[config.mk]
export PLATFORM = sky130hd
export DESIGN_NAME = uart_rx_cfg_flat
export DESIGN_NICKNAME = d
export VERILOG_FILES = /design/src/rtl/uart_rx_cfg_if.sv /design/src/rtl/uart_rx_cfg.sv /design/src/flat_wrapper.sv
export SDC_FILE = /design/constraint.sdc
export NUM_CORES = 1
export LEC_CHECK = 0
export CAP_MARGIN = 20
export CORE_ASPECT_RATIO = 0.8
export CORE_UTILIZATION = 40
export CTS_BUF_LIST = sky130_fd_sc_hd__clkbuf_2 sky130_fd_sc_hd__clkbuf_4 sky130_fd_sc_hd__clkbuf_8
export CTS_CLUSTER_SIZE = 8
export DETAILED_ROUTE_END_ITERATION = 7
export PLACE_DENSITY = 0.6
export REMOVE_ABC_BUFFERS = 1
export SLEW_MARGIN = 0
export SYNTH_ARGS = -nofsm -noshare
export SYNTH_HDL_FRONTEND = slang
export SYNTH_SLANG_ARGS = --single-unit
[constraint.sdc]
create_clock -name clk -period 2.5 [get_ports clk]
set_input_delay 0.375 -clock clk [delete_from_list [all_inputs] [get_ports clk]]
set_output_delay 0.375 -clock clk [all_outputs]
set_load 0.02 [all_outputs]
[src/rtl/uart_rx_cfg_if.sv]
// uart_rx_cfg_if: serial line, frame configuration and received-word strobes of the UART receiver
// Signals:
//   rx_in      - serial line, idle high, asynchronous to the receiver clock
//   prescale   - clock cycles per bit (even, 6 .. 2^PRESCALE_WIDTH-2)
//   par_en     - 1 = a parity bit follows the data bits
//   par_typ    - 0 = even parity, 1 = odd parity
//   stop_2     - 1 = two stop bits
//   p_data     - last good word, LSB received first
//   data_valid - one-cycle pulse for a good frame
//   par_err    - one-cycle pulse for a parity mismatch
//   stp_err    - one-cycle pulse for a zero stop bit (non-break)
//   break_det  - one-cycle pulse for a line break
//   busy       - high while the receiver is not idle
// Modports: master drives the line and the config, slave is the receiver.
interface uart_rx_cfg_if #(
    parameter int DATA_WIDTH     = 8,
    parameter int PRESCALE_WIDTH = 6
);
    logic                      rx_in;
    logic [PRESCALE_WIDTH-1:0] prescale;
    logic                      par_en;
    logic                      par_typ;
    logic                      stop_2;
    logic [DATA_WIDTH-1:0]     p_data;
    logic                      data_valid;
    logic                      par_err;
    logic                      stp_err;
    logic                      break_det;
    logic                      busy;
    modport master (
        output rx_in, prescale, par_en, par_typ, stop_2,
        input  p_data, data_valid, par_err, stp_err, break_det, busy
    );
    modport slave (
        input  rx_in, prescale, par_en, par_typ, stop_2,
        output p_data, data_valid, par_err, stp_err, break_det, busy
    );
endinterface

[src/rtl/uart_rx_cfg.sv]
// uart_rx_cfg: configurable UART receiver with input synchroniser, 3-sample majority
//              voting, glitch-rejecting start detection and line-break detection
// Ports:
//   clk   - oversampling clock, prescale cycles per bit
//   rst_n - asynchronous active-low reset
//   bus   - uart_rx_cfg_if.slave: rx_in and frame config in, p_data and strobes out
module uart_rx_cfg #(
    parameter int DATA_WIDTH     = 8,
    parameter int PRESCALE_WIDTH = 6
) (
    input  logic         clk,
    input  logic         rst_n,
    uart_rx_cfg_if.slave bus
);
    localparam int                        BW       = $clog2(DATA_WIDTH);
    localparam logic [BW-1:0]             LAST_BIT = BW'(DATA_WIDTH - 1);
    localparam logic [BW-1:0]             BIT_ONE  = BW'(1);
    localparam logic [PRESCALE_WIDTH-1:0] ONE      = PRESCALE_WIDTH'(1);

    typedef enum logic [2:0] {IDLE, START, DATA, PARITY, STOP1, STOP2, BRK_WAIT} state_t;

    state_t                    state, state_nx;
    logic                      sync1, rx_s;
    logic [PRESCALE_WIDTH-1:0] p_lat, half, edge_cnt, edge_nx;
    logic                      par_en_l, par_typ_l, stop_2_l;
    logic [BW-1:0]             bit_cnt, bit_nx;
    logic [DATA_WIDTH-1:0]     shreg, shreg_nx, p_data;
    logic                      s0, s1, bit_val, decide, bit_end, start_det, final_eval;
    logic                      par_bit, par_bit_nx, par_fail, par_fail_nx, stp1_err, stp1_err_nx;
    logic                      brk, stp, dv_nx, pe_nx, se_nx, bd_nx;
    logic                      data_valid, par_err, stp_err, break_det;

    assign half      = p_lat >> 1;
    assign decide    = edge_cnt == half + ONE;
    assign bit_end   = edge_cnt == p_lat - ONE;
    assign start_det = (state == IDLE) && !rx_s;
    // majority of the two earlier samples and the live synchronised line
    assign bit_val   = (s0 & s1) | (s0 & rx_s) | (s1 & rx_s);

    always_ff @(posedge clk or negedge rst_n)
        if (!rst_n) {sync1, rx_s} <= 2'b11;
        else {sync1, rx_s} <= {bus.rx_in, sync1};

    // frame configuration is frozen for the whole frame at start detection
    always_ff @(posedge clk or negedge rst_n)
        if (!rst_n) begin
            p_lat     <= '0;
            par_en_l  <= 1'b0;
            par_typ_l <= 1'b0;
            stop_2_l  <= 1'b0;
        end else if (start_det) begin
            p_lat     <= bus.prescale;
            par_en_l  <= bus.par_en;
            par_typ_l <= bus.par_typ;
            stop_2_l  <= bus.stop_2;
        end

    always_comb begin
        state_nx    = state;
        bit_nx      = bit_cnt;
        shreg_nx    = shreg;
        par_bit_nx  = par_bit;
        par_fail_nx = par_fail;
        stp1_err_nx = stp1_err;
        final_eval  = 1'b0;
        case (state)
            IDLE: if (!rx_s) begin
                state_nx    = START;
                bit_nx      = '0;
                par_bit_nx  = 1'b0;
                par_fail_nx = 1'b0;
                stp1_err_nx = 1'b0;
            end
            START: if (decide && bit_val) state_nx = IDLE;
                   else if (bit_end) state_nx = DATA;
            DATA: begin
                if (decide) shreg_nx[bit_cnt] = bit_val;
                if (bit_end) begin
                    bit_nx = (bit_cnt == LAST_BIT) ? '0 : bit_cnt + BIT_ONE;
                    if (bit_cnt == LAST_BIT) state_nx = par_en_l ? PARITY : STOP1;
                end
            end
            PARITY: begin
                // expected parity bit is ^data for even and its inverse for odd
                if (decide) begin
                    par_bit_nx  = bit_val;
                    par_fail_nx = bit_val != ((^shreg) ^ par_typ_l);
                end
                if (bit_end) state_nx = STOP1;
            end
            STOP1: if (stop_2_l) begin
                if (decide && !bit_val) stp1_err_nx = 1'b1;
                if (bit_end) state_nx = STOP2;
            end else begin
                final_eval = decide;
            end
            STOP2: final_eval = decide;
            BRK_WAIT: if (rx_s) state_nx = IDLE;
            default: state_nx = IDLE;
        endcase
        brk   = final_eval && !bit_val && (shreg == '0) && !(par_en_l && par_bit);
        stp   = final_eval && !brk && (!bit_val || stp1_err);
        bd_nx = brk;
        se_nx = stp;
        pe_nx = final_eval && !brk && par_fail;
        dv_nx = final_eval && !brk && !stp && !par_fail;
        if (final_eval) state_nx = brk ? BRK_WAIT : IDLE;
        edge_nx = (state == IDLE || state_nx == IDLE || state_nx == BRK_WAIT || bit_end) ? '0 : edge_cnt + ONE;
    end

    always_ff @(posedge clk or negedge rst_n)
        if (!rst_n) begin
            state    <= IDLE;
            edge_cnt <= '0;
            bit_cnt  <= '0;
            shreg    <= '0;
            s0       <= 1'b1;
            s1       <= 1'b1;
            par_bit  <= 1'b0;
            par_fail <= 1'b0;
            stp1_err <= 1'b0;
        end else begin
            state    <= state_nx;
            edge_cnt <= edge_nx;
            bit_cnt  <= bit_nx;
            shreg    <= shreg_nx;
            s0       <= (edge_cnt == half - ONE) ? rx_s : s0;
            s1       <= (edge_cnt == half) ? rx_s : s1;
            par_bit  <= par_bit_nx;
            par_fail <= par_fail_nx;
            stp1_err <= stp1_err_nx;
        end

    always_ff @(posedge clk or negedge rst_n)
        if (!rst_n) begin
            p_data     <= '0;
            data_valid <= 1'b0;
            par_err    <= 1'b0;
            stp_err    <= 1'b0;
            break_det  <= 1'b0;
        end else begin
            p_data     <= dv_nx ? shreg : p_data;
            data_valid <= dv_nx;
            par_err    <= pe_nx;
            stp_err    <= se_nx;
            break_det  <= bd_nx;
        end

    assign bus.p_data     = p_data;
    assign bus.data_valid = data_valid;
    assign bus.par_err    = par_err;
    assign bus.stp_err    = stp_err;
    assign bus.break_det  = break_det;
    assign bus.busy       = state != IDLE;
endmodule
[src/flat_wrapper.sv]
// flat-port wrapper written by rule: the top's interface ports become plain ports
module uart_rx_cfg_flat 
#(
    parameter int DATA_WIDTH     = 8,
    parameter int PRESCALE_WIDTH = 6
)
  (clk, rst_n, bus_rx_in, bus_prescale, bus_par_en, bus_par_typ, bus_stop_2, bus_p_data, bus_data_valid, bus_par_err, bus_stp_err, bus_break_det, bus_busy);
  uart_rx_cfg_if #(.DATA_WIDTH(DATA_WIDTH), .PRESCALE_WIDTH(PRESCALE_WIDTH)) bus_i ();
  input  logic clk;
  input  logic rst_n;
  input wire logic [$bits(bus_i.rx_in)-1:0] bus_rx_in;
  input wire logic [$bits(bus_i.prescale)-1:0] bus_prescale;
  input wire logic [$bits(bus_i.par_en)-1:0] bus_par_en;
  input wire logic [$bits(bus_i.par_typ)-1:0] bus_par_typ;
  input wire logic [$bits(bus_i.stop_2)-1:0] bus_stop_2;
  output wire logic [$bits(bus_i.p_data)-1:0] bus_p_data;
  output wire logic [$bits(bus_i.data_valid)-1:0] bus_data_valid;
  output wire logic [$bits(bus_i.par_err)-1:0] bus_par_err;
  output wire logic [$bits(bus_i.stp_err)-1:0] bus_stp_err;
  output wire logic [$bits(bus_i.break_det)-1:0] bus_break_det;
  output wire logic [$bits(bus_i.busy)-1:0] bus_busy;
  assign bus_i.rx_in = bus_rx_in;
  assign bus_i.prescale = bus_prescale;
  assign bus_i.par_en = bus_par_en;
  assign bus_i.par_typ = bus_par_typ;
  assign bus_i.stop_2 = bus_stop_2;
  assign bus_p_data = bus_i.p_data;
  assign bus_data_valid = bus_i.data_valid;
  assign bus_par_err = bus_i.par_err;
  assign bus_stp_err = bus_i.stp_err;
  assign bus_break_det = bus_i.break_det;
  assign bus_busy = bus_i.busy;
  uart_rx_cfg #(.DATA_WIDTH(DATA_WIDTH), .PRESCALE_WIDTH(PRESCALE_WIDTH)) u_core (.clk(clk), .rst_n(rst_n), .bus(bus_i));
endmodule
==> out/results.txt <==
Nature of the critical path startpoint: flip-flop
Number of synthesized flops with an enable pin: 0
Core Region: 6570 µm²
CP max-delay cell: or4_4
Crit share post-route: 100%
H-tree Lvls: 2
Gpl congestion: 0.881
Commonest non-fill, non-tap cell in the layout: dfrtp_1
Max_slew headroom: 66.3%
Placed Cells: 402
Leak Pwr: 0.00148 µW
First-pass GRT wire length: 9990 µm
Yosys warns: 0
Worst vdd rail ir drop: 0.435 mV
Distinct cell type count after synthesis: 51
Io pins: 25
CTS Root Cell: clkbuf_8
DIE WIDTH: 95.4 µm
Pin count of the biggest net entering global routing: 24
CTS clk-pin slew, worst paths: 0.10 ns
Min setup slack post-route: -0.00157 ns
CTS buffer count: 5
Nets: 352
Top achievable clock speed: 400 MHz
Mapped cell area: 2790 µm²
1st-iter DRT viols: 141
Via/cell ratio: 5.21
Drc violations: 0
Maximum single-stage delay on the critical path: 0.53 ns
CP Capture Type: flip-flop
Post-synth top flop: dfrtp_1
HPWL after detailed placement: 4470 µm
Initial antenna violation count: 0
Placed instance area: 3230 µm²
Maximum Capacitance Violations: 0
Drt total wl: 6000 µm
Worst slew pin tran: 0.500 ns
Antenna Cells: 0
GR Overflow Total: 0
CTS tree: built
Layout area overhead: 22.2%
RSZ-0062 raised after global routing: true
Post-synth ARST share: 100%
WL per Instance: 14.5 µm
Pwr dens: 1050 nW/µm²
Routing usage on met2: 24.1%
GRT met1 Usage: 27.4%
Die footprint: 7310 µm²
Grt met3 use: 4.46%
Die Y: 76.7 µm
Post-Syn Instances: 287
Clock Latency Late Sink: 0.31 ns
Crit Path Category: flip-flop to flip-flop
Leading cell types in the layout, fill and taps excluded: dfrtp_1, buf_4, nand2_1, nor2_1, clkdlybuf4s50_1
Arrival time of the worst setup path: 2.71 ns
Yosys top cell area share: 39.5%
Cell Chain, Critical Path: inv_2 > ha_4 > xor2_1 > nand4b_1 > or4_4 > nor4_4 > buf_4 > mux2_2
Vias: 2157
Violated checks: negative setup slack
Number of port buffers: 24
Max Slew Vio Count: 0
Rows: 26
Yosys reg bits: 48
Total track usage: 17.7%
Initial Utilization: 42.4%
Worst Hold Class: input pin to async pin
Maximum clock path buffer count: 2
Final Hold Fails: 0
Fin crit period: 2.50 ns
Vias in the first global route: 2047
Outcome: complete, but fails checks
# fillers: 624
Busiest metal layer after global routing: met1
Fraction of layout cells with a size suffix above 1: 20.9%
Critical Path RT: 2.70 ns
Worst-path fanout max: 4
Layout Cells excl Fill: 414
Final Skew: 0.0141 ns
Clock Sinks: 48
Final setup fails: 1
Top post-synthesis cells by area: dfrtp_1, xnor2_1, ha_1, mux2_2, dfstp_2
Final Instance Area: 3410 µm²
Synthesized area per cell: 9.72 µm²
Synth area leader: dfrtp_1
Post-DRT Antenna Nets: 0
Seq/Total Area, Yosys: 43.2%
DR pass1 iterations: 4
==> power breakdown <==
group / internal (µW) / switching, µW / total [µW]
clock network: 327 / 275 / 602
registers: 963 / 223 / 1190
logic: 855 / 942 / 1800
total: 2150 / 1440 / 3590
==> through the flow <==
stage	TNS (ns)	setup slack (ns)	utilization [%]	total power [µW]	hold slack (ns)
2_1_floorplan	-0.919	-0.115	-	2320	0.0794
3_3_place_gp	0	0.0340	49.1	2890	0.347
3_5_place_dp	-0.185	-0.0294	49.1	2910	0.348
4_1_cts	0	0.00150	51.1	3530	0.0444
5_1_grt	-0.876	-0.115	51.9	3870	0.0649
6_report	-0.00157	-0.00157	51.9	3590	0.0311
==> path summary, 6_finish.rpt <==
check,endpoint,slack (ns),cells after the start,from
max in group asynchronous,u_core.p_lat[5],1.88,2,rst_n
max reg2reg,u_core.bus.p_data[3],-0.002,8,u_core.p_lat[2]
min,u_core.bus.break_det,0.03,1,rst_n
min in group clk,u_core.rx_s,0.36,0,u_core.sync1
max,u_core.bus.p_data[3],-0.002,8,u_core.p_lat[2]
min reg2reg,u_core.rx_s,0.36,0,u_core.sync1
==> worst max-delay path, delay by kind of cell, from the launching register on <==
family / cells / cell delay (ns)
XOR/XNOR: 1 / 0.17
adder cells (fa/ha/maj): 1 / 0.20
buffers and inverters: 2 / 0.31
flip-flops: 1 / 0.43
multiplexers: 1 / 0.33
AND/OR/NAND/NOR: 3 / 0.97
==> layer usage <==
metal,up-vias,wire length (µm)
met5,-,0
met4,0,34
met3,2,262
met2,43,2440
met1,1031,3260
li1,1081,-
==> cells by family after synthesis <==
kind of cell               Yosys count  synth area share, %
DFF                                 48                 43.2
AOI/OAI and AO/OA                   45                 11.1
xor gates and xnor gates            29                 9.38
and+or+nand+nor                     97                 17.9
buffers and inverters               37                 5.74
adders and majority gates           11                 4.93
muxes                               20                 7.63
==> sequential cells by signal (all words and copies together), names as in the netlist, 3 cells and up <==
name and cells:
u_core.edge_cnt 6, u_core.state 3, u_core.bit_cnt 3, u_core.bus.p_data 8
u_core.shreg 8, u_core.p_lat 6
==> what timing repair did <==
action | 4_1_cts | 5_1_grt
gates resized for setup | 1 | 10
cloned | 0 | 1
setup buffers | 1 | 2
hold buffers | 0 | 0
endpoints found under the setup margin | 8 | 21
==> Yosys cell counts (all sizes together), types with 3 or more instances <==
library cell / count
a2111oi: 3
a21oi: 4
and3: 3
buf: 6
clkbuf: 12
dfrtp: 44
dfstp: 4
ha: 11
inv: 19
mux2: 10
mux2i: 10
nand2: 26
nand3: 8
nand4: 6
nor2: 24
nor3: 5
nor4: 8
o211ai: 4
o21ai: 16
or2: 3
or3: 5
or4: 3
xnor2: 17
xor2: 12
==> final cells by class <==
type	instances	area [µm²]	area share, %
multi-input cells	202	1450	42.5
flip-flops and latches	48	1210	35.4
repair buffers	53	457	13.4
well taps	84	105	3.08
clock buffers	6	82.6	2.42
inverters	19	71.3	2.09
clock inverters	2	38.8	1.14
(Power assumes the default switching activity.)
